**src/rtl/simple_bus_master.sv**
```systemverilog
// simple_bus_master: single-outstanding initiator for the simple_bus memory
// interface. A command (valid/ready) becomes one bus strobe; reads wait for
// outp_valid or a timeout. Exactly one response (valid/ready) is returned per command.
// Optional build macro SBM_WRITE_VERIFY_EN: every write is followed by an
// automatic read-back of the same address. The response flags an error if
// the read-back data differs from the written data or the read times out.
module simple_bus_master #(
    parameter int AW      = 3,
    parameter int DW      = 4,
    parameter int TIMEOUT = 15
) (
    input  logic          clk,
    input  logic          rst,
    input  logic          cmd_valid,
    output logic          cmd_ready,
    input  logic          cmd_wr,
    input  logic [AW-1:0] cmd_addr,
    input  logic [DW-1:0] cmd_wdata,
    output logic          rsp_valid,
    input  logic          rsp_ready,
    output logic [DW-1:0] rsp_rdata,
    output logic          rsp_err,
    output logic          wr,
    output logic          rd,
    output logic [AW-1:0] addr,
    output logic [DW-1:0] wdata,
    input  logic [DW-1:0] rdata,
    input  logic          outp_valid
);

    typedef enum logic [1:0] {
        ST_IDLE   = 2'd0,
        ST_STROBE = 2'd1,
        ST_WAIT   = 2'd2,
        ST_RESP   = 2'd3
    } state_t;

    // Last WAIT cycle index; the counter starts at 0 in the first WAIT cycle.
    localparam logic [7:0] TO_LAST = 8'(TIMEOUT - 1);

    state_t        state_r, state_s;
    logic          wr_r, wr_s;
    logic          rd_r, rd_s;
    logic [AW-1:0] addr_r, addr_s;
    logic [DW-1:0] wdata_r, wdata_s;
    logic          lat_wr_r, lat_wr_s;
    logic          rsp_valid_r, rsp_valid_s;
    logic [DW-1:0] rsp_rdata_r, rsp_rdata_s;
    logic          rsp_err_r, rsp_err_s;
    logic [7:0]    cnt_r, cnt_s;
`ifdef SBM_WRITE_VERIFY_EN
    logic          verify_r, verify_s;
`endif

    assign cmd_ready = (state_r == ST_IDLE);
    assign wr        = wr_r;
    assign rd        = rd_r;
    assign addr      = addr_r;
    assign wdata     = wdata_r;
    assign rsp_valid = rsp_valid_r;
    assign rsp_rdata = rsp_rdata_r;
    assign rsp_err   = rsp_err_r;

    // Next-state and next-output logic; strobes default low so they last one cycle.
    always_comb begin
        state_s     = state_r;
        wr_s        = 1'b0;
        rd_s        = 1'b0;
        addr_s      = addr_r;
        wdata_s     = wdata_r;
        lat_wr_s    = lat_wr_r;
        rsp_valid_s = rsp_valid_r;
        rsp_rdata_s = rsp_rdata_r;
        rsp_err_s   = rsp_err_r;
        cnt_s       = cnt_r;
`ifdef SBM_WRITE_VERIFY_EN
        verify_s    = verify_r;
`endif
        case (state_r)
            ST_IDLE: begin
                if (cmd_valid) begin
                    state_s  = ST_STROBE;
                    wr_s     = cmd_wr;
                    rd_s     = ~cmd_wr;
                    addr_s   = cmd_addr;
                    wdata_s  = cmd_wdata;
                    lat_wr_s = cmd_wr;
`ifdef SBM_WRITE_VERIFY_EN
                    verify_s = 1'b0;
`endif
                end else begin
                    state_s = ST_IDLE;
                end
            end
            ST_STROBE: begin
                if (lat_wr_r) begin
`ifdef SBM_WRITE_VERIFY_EN
                    // Re-enter STROBE as a read of the same address.
                    state_s  = ST_STROBE;
                    rd_s     = 1'b1;
                    lat_wr_s = 1'b0;
                    verify_s = 1'b1;
`else
                    state_s     = ST_RESP;
                    rsp_valid_s = 1'b1;
                    rsp_rdata_s = {DW{1'b0}};
                    rsp_err_s   = 1'b0;
`endif
                end else begin
                    state_s = ST_WAIT;
                    cnt_s   = 8'd0;
                end
            end
            ST_WAIT: begin
                // outp_valid takes priority over a coincident timeout.
                if (outp_valid) begin
                    state_s     = ST_RESP;
                    rsp_valid_s = 1'b1;
                    rsp_rdata_s = rdata;
`ifdef SBM_WRITE_VERIFY_EN
                    rsp_err_s   = verify_r & (rdata != wdata_r);
`else
                    rsp_err_s   = 1'b0;
`endif
                end else if (cnt_r == TO_LAST) begin
                    state_s     = ST_RESP;
                    rsp_valid_s = 1'b1;
                    rsp_rdata_s = {DW{1'b0}};
                    rsp_err_s   = 1'b1;
                end else begin
                    cnt_s = cnt_r + 8'd1;
                end
            end
            ST_RESP: begin
                if (rsp_ready) begin
                    state_s     = ST_IDLE;
                    rsp_valid_s = 1'b0;
                end else begin
                    state_s = ST_RESP;
                end
            end
            default: begin
                state_s     = ST_IDLE;
                rsp_valid_s = 1'b0;
            end
        endcase
    end

    // State and registered outputs; reset aborts any command in flight.
    always_ff @(posedge clk or negedge rst) begin
        if (!rst) begin
            state_r     <= ST_IDLE;
            wr_r        <= 1'b0;
            rd_r        <= 1'b0;
            addr_r      <= {AW{1'b0}};
            wdata_r     <= {DW{1'b0}};
            lat_wr_r    <= 1'b0;
            rsp_valid_r <= 1'b0;
            rsp_rdata_r <= {DW{1'b0}};
            rsp_err_r   <= 1'b0;
            cnt_r       <= 8'd0;
`ifdef SBM_WRITE_VERIFY_EN
            verify_r    <= 1'b0;
`endif
        end else begin
            state_r     <= state_s;
            wr_r        <= wr_s;
            rd_r        <= rd_s;
            addr_r      <= addr_s;
            wdata_r     <= wdata_s;
            lat_wr_r    <= lat_wr_s;
            rsp_valid_r <= rsp_valid_s;
            rsp_rdata_r <= rsp_rdata_s;
            rsp_err_r   <= rsp_err_s;
            cnt_r       <= cnt_s;
`ifdef SBM_WRITE_VERIFY_EN
            verify_r    <= verify_s;
`endif
        end
    end

endmodule
```
**config.mk**
```make
export PLATFORM = sky130hd
export DESIGN_NAME = simple_bus_master
export DESIGN_NICKNAME = d
export VERILOG_FILES = /design/src/rtl/simple_bus_master.sv
export SDC_FILE = /design/constraint.sdc
export NUM_CORES = 1
export LEC_CHECK = 0
export ABC_AREA = 1
export CORE_MARGIN = 3
export CORE_UTILIZATION = 55
export DETAILED_ROUTE_END_ITERATION = 16
export DONT_BUFFER_PORTS = 1
export MAX_ROUTING_LAYER = met4
export PLACE_DENSITY = 0.73
export SETUP_SLACK_MARGIN = 0.05
export SYNTH_ARGS = -nofsm -noshare
export SYNTH_HDL_FRONTEND = slang
export SYNTH_SLANG_ARGS = --single-unit
```
**constraint.sdc**
```tcl
create_clock -name clk -period 1.2 [get_ports clk]
set_input_delay 0.36 -clock clk [delete_from_list [all_inputs] [get_ports clk]]
set_output_delay 0.36 -clock clk [all_outputs]
set_load 0.005 [all_outputs]
```
# After elaboration in Yosys (flattened, before gate mapping)
# Cells that the tools add are included.
[totals]
reg_bits = 26
inputBits = 17
wordCells = 55
[classes]
addsub = 1
n_eq_ne = 10
n_mux = 26
n_bitwise = 1
reduce_logical = 7
[ops]
columns = ["operator", "count"]
rows = [
  ["2-to-1 mux 8 bit", 3],
  ["one-hot mux 8 bit (2 select lines)", 1],
  ["2-to-1 mux 1 bit", 12],
  ["2-to-1 mux 4 bit", 3],
  ["inequality test 2 bit, second input constant", 5],
  ["adder 8 x 1 -> 8 bit, second input constant", 1],
  ["equality test 8 x 4 -> 1 bit, second input constant", 1],
  ["one-hot mux 2 bit (4 select lines)", 1],
  ["one-hot mux 4 bit (2 select lines)", 1],
  ["AND reduction 4 bit", 2],
  ["2-to-1 mux 2 bit", 3],
  ["equality test 2 bit, second input constant", 2],
  ["inequality test 3 bit, second input constant", 1],
  ["one-hot mux 1 bit (3 select lines)", 1],
  ["AND reduction 3 bit", 1],
  ["nonzero test 3 bit", 1],
  ["equality test 2 x 1 -> 1 bit, second input constant", 1],
  ["zero test 2 bit", 1],
  ["one-hot mux 1 bit (2 select lines)", 1],
  ["AND reduction 2 bit", 1],
  ["nonzero test 2 bit", 1],
  ["NOT 1 bit", 1],
]

# Longest topological paths before layout
[logic_depth]
word_depth = 4
ltp_mapped = 8

# Worst setup path before layout
# OpenSTA, ideal clock, no wires.
[synth_path]
kind = "flip-flop to flip-flop"
startpoint = "register cnt_r[0]"
endpoint = "register cnt_r[7]"
arrival_ns = 1.150
slack_ns = -0.068
path_stages_with_launch = 8
n_path_buf = 0
period_less_slack_ns = 1.268
path_cell_list = "dfrtp_1 -> inv_1 -> ha_1 -> nand3_1 -> o21ai_2 -> inv_1 -> nand3_1 -> nand2_1"
[synth_via]
elab_chain_cells = 4
elab_cells_between_ends = 7
[synth_rtl]
columns = ["item", "line_no", "source"]
rows = [
  ["start, declared", "50", "logic [7:0] cnt_r, cnt_s;"],
  ["start signal, assigned", "175", "cnt_r <= cnt_s;"],
  ["adder 8 x 1 -> 8 bit", "131", "cnt_s = cnt_r + 8'd1;"],
  ["2-to-1 mux 8 bit", "125", "end else if (cnt_r == TO_LAST) begin"],
  ["2-to-1 mux 8 bit", "116", "if (outp_valid) begin"],
  ["one-hot mux 8 bit (2 select lines)", "79", "case (state_r)"],
]
# Parallel ways exist; a longest one is shown, timed or not. The select of a mux whose other input is x is not followed.
# A chain may end at the register's enable or synchronous reset.

# Final worst setup path
[layout_path]
startpoint = "register state_r[0]"
endpoint = "output cmd_ready"
[layout_via]
elab_chain_cells = 1
[layout_rtl]
columns = ["item", "line_no", "source"]
rows = [
  ["start, declared", "41", "state_t state_r, state_s;"],
  ["start signal, assigned", "166", "state_r <= state_s;"],
  ["zero test 2 bit", "55", "assign cmd_ready = (state_r == ST_IDLE);"],
  ["end, declared", "15", "output logic cmd_ready,"],
]
# No other way between the ends.

==> flow_summary.toml <==
[routing]
vias_per_cell = 5.482
routed_wl_um = 3123
via_count = 1080
first_iter_violations = 21
post_drt_wl_per_cell_um = 15.85
drc = 0
ant_nets = 0
firstDrtPassIters = 4

[timing]
holdWs_ps = 81.66
hold_viol_final = 0
setup_slack_ps = -168.9
rsz0062_at_grt = "yes"
drv_slew = 0
finalCritPeriodShare = 1.141
clock_skew_ps = 10.32
finalCriticalPeriod_ps = 1369
slew_headroom = 0.7148
worst_slew_pin_slew_ps = 423.4
setup_viol = 23
fmax_ghz = 0.7305

[floorplan]
die_h_um = 53.79
core_um2 = 2062
die_area_um2 = 2893
die_x_um = 53.79
row_count = 16
pin_count = 33
initial_utilization = 0.6092

[synthesis]
postSynthAreaPerCell_um2 = 9.103
synth.distinct_cells = 20
synth.cell_area_um2 = 1256
synth.largest_area_cell = "dfrtp_1"
syn_inst = 138
yosys_warnings = 0
synth.top_cell.area_share = 0.5179
ys_ff_latch = 26
ys_seq_area_frac = 0.5179
synthTopCellsByArea = "dfrtp_1 (52%), nand2_1 (13%), mux2_4 (7.2%)"
synth_nets = 157

[placement]
hpwl_um = 1824
io_buffers = 0
gp_congestion = 0.7862
dpl_cell_area_um2 = 1391
place_inst = 177
pre_cts_slack_ps = -117.9

[critical_path]
worst-r2r-cell-count = 6
reg2reg_slack_ps = -140
arrival_ps = 1010
crit_fanout = 2
crit_path_end_kind = "output pin"
crit_chain = "nor2_2 > buf_4"
r2r_start = "cnt_r[1]"
cp.required_ps = 840
r2r-end = "rsp_rdata[1]"
cp_slowest_cell = "dfrtp_1"
critPathLaunchType = "flop"
critPathMaxStageDelay_ps = 410
criticalPathCategory = "reg2out"

[grt]
met3_usage = 0.03878
grt_pass1_vias = 1098
grt_pass1_wl_um = 4664
overflow = 0
grtUsageMet1 = 0.2585
antenna_found_initial = 0
grt_use_met2 = 0.4012
grt_usage = 0.2329
grt_max_degree = 27
grt_busiest_layer = "met2"

[clock_network]
clock_latency_ps = 320
cts_root_buffer = "clkbuf_4"
cts_tree = "done"
clk_pin_slew_ps = 150
cts_max_path_buffers = 2
cts_buffers = 3
ctsHtreeMaxLevel = 1
cts_sinks = 26

[power]
power_density_nw_per_um2 = 2127
total_power_mw = 3.791
p_leak_nw = 0.9047
vdd_ir_drop_max_v = 0.001687

[hold_path]
hold_depth = 1
holdPathEnd = "rd"
min_path_type = "in2reg"
min_from = "cmd_wr"

[job]
cap_violations = 0

[layout]
final_area_um2 = 1782
drive_above_1_share = 0.4765
antenna_cells = 0
fin_nets = 190
area_growth_pct = 41.83
final_cell_count_no_fill = 197

[run_status]
outcome = "complete, but fails checks"
violations = "negative setup slack"
[cell usage after synthesis]
| master | count |
|---|---|
| nand2_1 | 42 |
| dfrtp_1 | 26 |
| inv_1 | 17 |
| nand3_1 | 16 |
| nor2_1 | 9 |
| mux2_4 | 6 |
| nand2_2 | 4 |
| a21oi_1 | 2 |
| ha_1 | 2 |
| nand2_4 | 2 |
| o21ai_0 | 2 |
| xor2_1 | 2 |
| buf_6 | 1 |
| mux2_2 | 1 |
| nor2_2 | 1 |
| nor2_4 | 1 |
| nor3b_1 | 1 |
| o21ai_2 | 1 |
| o21bai_1 | 1 |
| or2_0 | 1 |
[cell usage in the layout, fill, tap and decap left out, drive strengths merged]
cell and instances:
mux2 7, or2 1, o21ai 3, dfrtp 26, o21bai 1, a21oi 2
xor2 2, dlygate4sd3 1, bufinv 1, ha 2, buf 27, clkbuf 3
inv 17, nand3 16, nor3b 1, nor2 11, nand2 49
[routing by layer]
metal	up-vias	wire length (µm)
li1	497	-
met1	523	1200
met2	48	1599
met3	12	228
met4	0	95
met5	-	0
[worst max path at each step]
stage	start	end	slack (ps)	cells past startpoint
5_1_grt	cnt_r[0]	cnt_r[4]	-250	8
2_1_floorplan	cnt_r[0]	cnt_r[7]	4	7
6_report	state_r[0]	cmd_ready	-170	2
4_1_cts	state_r[0]	cmd_ready	-160	2
3_5_place_dp	cnt_r[0]	cnt_r[7]	-120	7
3_3_place_gp	cnt_r[0]	cnt_r[0]	-50	7
[through the flow]
stage / TNS (ps) / utilization
2_1_floorplan: 0 / -
3_3_place_gp: -607.1 / 0.6748
5_1_grt: -3742 / 0.8641
3_5_place_dp: -1519 / 0.6748
6_report: -2320 / 0.8641
4_1_cts: -1462 / 0.7870
[timing repair]
item,4_1_cts,5_1_grt
hold buffers,2,0
setup endpoints to repair,23,25
buffers inserted,7,6
pin swaps,12,11
hold endpoints to repair,26,0
cloned,0,1
resized for setup,26,25
[area by class of cell]
cell class              count  area, µm²
fillers                   101      280.3
multi-input cells          95      734.5
inverters                  17      68.82
clock buffers               3      22.52
flip-flops and latches     26      651.9
clock inverters             1      30.03
repair buffers             28      240.2
well taps                  27      33.78
[state kept, by name, summed over array words and instances, names as in the netlist]
signal     count
cnt_r          8
rsp_rdata      4
wdata          4
addr           3
state_r        2
lat_wr_r       1
rd             1
rsp_err        1
rsp_valid      1
wr             1
[cell families (layout without fill, tap and decap cells)]
| group | count (synthesis) | after routing | share of synthesized area |
|---|---|---|---|
| simple gates | 77 | 78 | 0.2789 |
| flops | 26 | 26 | 0.5179 |
| buf+inv | 18 | 49 | 0.05976 |
| mux | 7 | 7 | 0.08068 |
| compound gates | 6 | 6 | 0.02889 |
| fa+ha+maj | 2 | 2 | 0.01992 |
| xor+xnor | 2 | 2 | 0.01395 |
[critical path, delay by kind of cell (launching register included)]
kind | cells | cell delay, ps
flops | 1 | 410
simple gates | 1 | 150
buf+inv | 1 | 130
[where the power goes]
part	leakage (nW)	internal, mW	switching (mW)	total [mW]
Sequential	0.330	1.16	0.252	1.41
Combinational	0.547	0.876	0.899	1.77
Clock	0.0279	0.337	0.269	0.607
Note: power is estimated with default switching activity, not from simulation.
